--- config.mk ---
export PLATFORM = sky130hd
export DESIGN_NAME = spi_slave
export DESIGN_NICKNAME = d
export VERILOG_FILES = /design/src/rtl/spi_slave.sv
export SDC_FILE = /design/constraint.sdc
export NUM_CORES = 1
export LEC_CHECK = 0
export BUFFER_PORTS_ARGS = -buffer_cell sky130_fd_sc_hd__buf_2
export CAP_MARGIN = 15
export CORE_MARGIN = 1.5
export CORE_UTILIZATION = 35
export DETAILED_ROUTE_END_ITERATION = 8
export HOLD_SLACK_MARGIN = 0.06
export PLACE_DENSITY = 0.52
export SYNTH_ARGS = -nofsm -noshare
export SYNTH_HDL_FRONTEND = slang
export SYNTH_SLANG_ARGS = --single-unit
--- constraint.sdc ---
create_clock -name clk -period 3.8 [get_ports clk]
set_input_delay 0.76 -clock clk [delete_from_list [all_inputs] [get_ports clk]]
set_output_delay 0.76 -clock clk [all_outputs]
set_load 0.01 [all_outputs]
--- src/rtl/spi_slave.sv ---
`default_nettype none
// +--------------------------------------------------------------------------+
// | Module      : spi_slave                                                  |
// | Description : SPI slave front-end for a small memory. Receives 10-bit    |
// |               frames {cmd[1:0], payload[7:0]} MSB first, hands them to   |
// |               memory on rx_data/rx_valid, and shifts memory read data    |
// |               back out on MISO after a read-data frame.                  |
// | Ports       : clk       system clock, doubles as the SPI serial clock    |
// |               rst_n     synchronous active-low reset                     |
// |               SS_n      slave select, active-low (high = idle / abort)   |
// |               MOSI      serial data in, MSB first                        |
// |               MISO      serial read data out, MSB first, registered      |
// |               rx_data   last complete received frame                     |
// |               rx_valid  one-cycle strobe marking a new rx_data           |
// |               tx_data   read data from memory                            |
// |               tx_valid  tx_data valid strobe                             |
// | Revision    : 1.0  initial release                                       |
// +--------------------------------------------------------------------------+
module spi_slave (
  input  logic       clk,
  input  logic       rst_n,
  input  logic       SS_n,
  input  logic       MOSI,
  output logic       MISO,
  output logic [9:0] rx_data,
  output logic       rx_valid,
  input  logic [7:0] tx_data,
  input  logic       tx_valid
);

  typedef enum logic [2:0] {
    IDLE      = 3'd0,
    CHK_CMD   = 3'd1,
    WRITE     = 3'd2,
    READ_ADD  = 3'd3,
    READ_DATA = 3'd4
  } state_t;

  state_t     state;
  state_t     state_next;

  // bit_cnt counts payload bits b8..b0 in a data state; 9 means the frame
  // is complete and further MOSI bits are ignored.
  logic [3:0] bit_cnt;
  logic [8:0] rx_shift;
  logic       rd_addr_flag;
  logic [7:0] tx_shift;
  // tx_cnt: 0 = waiting for tx_valid, 8..1 = transmit in progress.
  logic [3:0] tx_cnt;
  // tx_done blocks a second load once the read byte has been sent.
  logic       tx_done;

  // State register
  always_ff @(posedge clk) begin
    if (!rst_n) begin
      state <= IDLE;
    end else begin
      state <= state_next;
    end
  end

  // Next-state logic
  always_comb begin
    state_next = state;
    case (state)
      IDLE: begin
        if (!SS_n) state_next = CHK_CMD;
      end
      CHK_CMD: begin
        if (SS_n)              state_next = IDLE;
        else if (!MOSI)        state_next = WRITE;
        else if (rd_addr_flag) state_next = READ_DATA;
        else                   state_next = READ_ADD;
      end
      WRITE, READ_ADD, READ_DATA: begin
        if (SS_n) state_next = IDLE;
      end
      default: state_next = IDLE;
    endcase
  end

  // Receive / transmit datapath
  always_ff @(posedge clk) begin
    if (!rst_n) begin
      bit_cnt      <= 4'd0;
      rx_shift     <= 9'd0;
      rx_data      <= 10'd0;
      rx_valid     <= 1'b0;
      rd_addr_flag <= 1'b0;
      tx_shift     <= 8'd0;
      tx_cnt       <= 4'd0;
      tx_done      <= 1'b0;
      MISO         <= 1'b0;
    end else begin
      rx_valid <= 1'b0;
      if (SS_n || (state == IDLE)) begin
        // Idle or abort: drop any partial frame and any transmit. The
        // read-address flag deliberately survives an abort.
        bit_cnt  <= 4'd0;
        rx_shift <= 9'd0;
        tx_shift <= 8'd0;
        tx_cnt   <= 4'd0;
        tx_done  <= 1'b0;
        MISO     <= 1'b0;
      end else if (state == CHK_CMD) begin
        bit_cnt  <= 4'd0;
        rx_shift <= {8'd0, MOSI};
      end else if (bit_cnt != 4'd9) begin
        rx_shift <= {rx_shift[7:0], MOSI};
        bit_cnt  <= bit_cnt + 4'd1;
        if (bit_cnt == 4'd8) begin
          // b0 arrives now: publish the whole frame unmodified.
          rx_data  <= {rx_shift, MOSI};
          rx_valid <= 1'b1;
          if (state == READ_ADD) rd_addr_flag <= 1'b1;
        end
      end else if ((state == READ_DATA) && !tx_done) begin
        if (tx_cnt == 4'd0) begin
          if (tx_valid) begin
            // MSB goes straight to the MISO register so it appears on
            // the cycle right after the load.
            MISO     <= tx_data[7];
            tx_shift <= {tx_data[6:0], 1'b0};
            tx_cnt   <= 4'd8;
          end
        end else if (tx_cnt == 4'd1) begin
          MISO         <= 1'b0;
          tx_cnt       <= 4'd0;
          tx_done      <= 1'b1;
          rd_addr_flag <= 1'b0;
        end else begin
          MISO     <= tx_shift[7];
          tx_shift <= {tx_shift[6:0], 1'b0};
          tx_cnt   <= tx_cnt - 4'd1;
        end
      end
    end
  end

endmodule
`default_nettype wire

==> flow_summary.ini <==
[worst_setup_path]
critPathLaunchType = register
crit_type = reg2reg
endpoint_kind = register
critPathLaunch = bit_cnt[1]
required_ps = 3990
cp_max_fo = 10
reg2reg_from = bit_cnt[1]
critPathArrivalTime_ps = 2460

[placement]
dp_cells = 287
placed_area_sq_um = 2010
globalplace.congestion = 0.756
io_buffers = 24
post-place-ws_ps = 1540
dp_hpwl_um = 2550

[global_routing]
overflow = 0
grt_pass1_vias = 1311
grt_usage_pct = 14.2
grt_max_degree = 15
grt_antenna_before_repair = 0
grt_first_pass_wirelength_um = 6200

[cells_and_area]
diodes = 0
final_cells = 295
multi_input_area_sq_um = 950
final_util_pct = 41.1
seq_area_sq_um = 821
final_cell_mix = dfxtp_1 (41), nand2_1 (24), buf_2 (24), a21oi_1 (23), nor3_1 (11)
layout_commonest_cell = dfxtp_1
layout-drive-gt1-share_pct = 20.0
stdcell_area_sq_um = 2100
nFillCells = 547
fin_nets = 243
area_growth_pct = 13.2

[power_and_ir_drop]
leakage_nw = 0.691
p_total_mw = 0.736
p_per_area_nw_per_um2 = 351
peakVddDrop_mv = 0.164

[floorplanning]
rows = 26
die_x_um = 75.8
coreArea_sq_um = 5110
initial_utilization_pct = 36.3
die_area_sq_um = 5740
ioPinCount = 25
fp.dieH_um = 75.8

[status]
status = completed

[clock_tree]
cts_buffers = 5
post_cts_buffers = 0
htreeDepth = 2
cts_sinks = 41
clock_latency_ps = 290
clockBufferDepth = 2
clockRootBuffer = clkbuf_8
hold_buffers = 0
ctsResizeCount = 0
tritoncts = yes
cts.clk_slew.worst_paths_ps = 80

[yosys]
synthMuxAreaShare_pct = 5.40
ys_types = 44
synth_flop_cell = dfxtp_1
synth_fa_ha_area_share_pct = 4.05
synthTopCellsByArea = dfxtp_1 (44%), a21oi_1 (6.2%), mux2i_1 (5.4%), nand2_1 (4.9%), ha_1 (4.1%)
synth_compound_area_share_pct = 15.1
yosys.area.top_type = dfxtp_1
synth_xor_area_share_pct = 1.42
synth_top_cell_area_share_pct = 44.3
synth_top_family_by_area = simple AND/OR/NAND/NOR gates
yosysSeqAreaShare_pct = 44.3
synth_edf_count = 0
synth-simple-area-share_pct = 25.1
synth_area_sq_um = 1850
avgSynthCellArea_sq_um = 9.17
yosysWarnings = 0
synthArstFlopShare_pct = 0
synth_fp_nets = 221
syn_inst = 202
synth_seq_cells = 41

[sta]
fin_ws_ps = 1530
slew_violations = 0
post-route-min-period_ps = 2270
tightest_slew_ps = 1110
fmax_mhz = 440
skew_ps = 3.32
setup_violations = 0
period_share_pct = 59.8
whs_ps = 455
rsz0062_at_grt = false
hold_viol_final = 0
finalSetupTns_ps = 0
maxSlewHeadroom_pct = 25.4

[detailed_routing]
num_vias = 1444
drt_iter0_markers = 64
drt_pass1_iterations = 4
wl_per_cell_um = 12.8
drtAntennaViolNets = 0
vias_per_cell = 4.89
wirelength_um = 3780
drc_errors = 0

[flow_run]
cap_violations = 0

[worst_hold_path]
hold_path.class = reg2reg
hold_start = rx_shift[8]
where the power goes:
| part | total [mW] | switching [mW] | internal, mW | leakage, nW |
|---|---|---|---|---|
| Clock | 0.282 | 0.155 | 0.127 | 0.0439 |
| Combinational | 0.0223 | 0.0129 | 0.00940 | 0.317 |
| Sequential | 0.432 | 0.00180 | 0.431 | 0.330 |
| Total | 0.736 | 0.169 | 0.567 | 0.691 |
worst max-delay path: stages (launching register included):
cell and delay [ps]:
dfxtp_1 370, inv_1 80, ha_1 200, nand4bb_1 260, nor3_2 920, mux2i_1 280, nor2b_1 60
metal layers:
metal	GRT usage [%]	up-vias	share of wire, %
met5	0	-	0
met4	4.96	0	1.6
met3	4.10	6	3.7
met2	20.1	21	42
met1	20.6	663	53
li1	-	754	-
registers in the layout, summed over array words and instances (netlist names):
signal and cells:
rx_data 10, rx_valid 1, tx_cnt 4, MISO 1
tx_shift 7, bit_cnt 4, tx_done 1, rx_shift 9
state 3, rd_addr_flag 1
path summary, 6_finish.rpt:
kind                 endpoint  slack, ps  depth (start not counted)
setup / recovery   rx_data[8]       1530                          6
hold / removal    rx_shift[8]        450                          2
setup reg to reg   rx_data[8]       1530                          6
hold reg to reg   rx_shift[8]        450                          2
cell families after synthesis:
logic type | count (synthesis)
compound gates | 41
xor+xnor | 3
fa+ha+maj | 6
buf+inv | 18
flops | 41
mux | 10
simple gates | 83
synthesized netlist by cell type, drive strengths merged (2+ instances only):
cell      n
a221oi    2
nor2b    10
buf       4
nor2      9
nand4     2
dfxtp    41
nand2    24
o21ai     3
clkbuf    5
a2111oi   7
or3b      2
a21oi    24
mux2i    10
inv       9
nand3     2
ha        6
and2      8
xnor2     2
or4b      3
nor3     13
or3       3
cell type report:
class	instances	share of cell area [%]
clock inverters	3	0.835
clock buffers	5	3.28
inverters	9	1.61
flip-flops and latches	41	39.1
well taps	70	4.17
multi-input cells	143	45.3
repair buffers	24	5.72
Note: power is estimated with default switching activity, not from simulation.
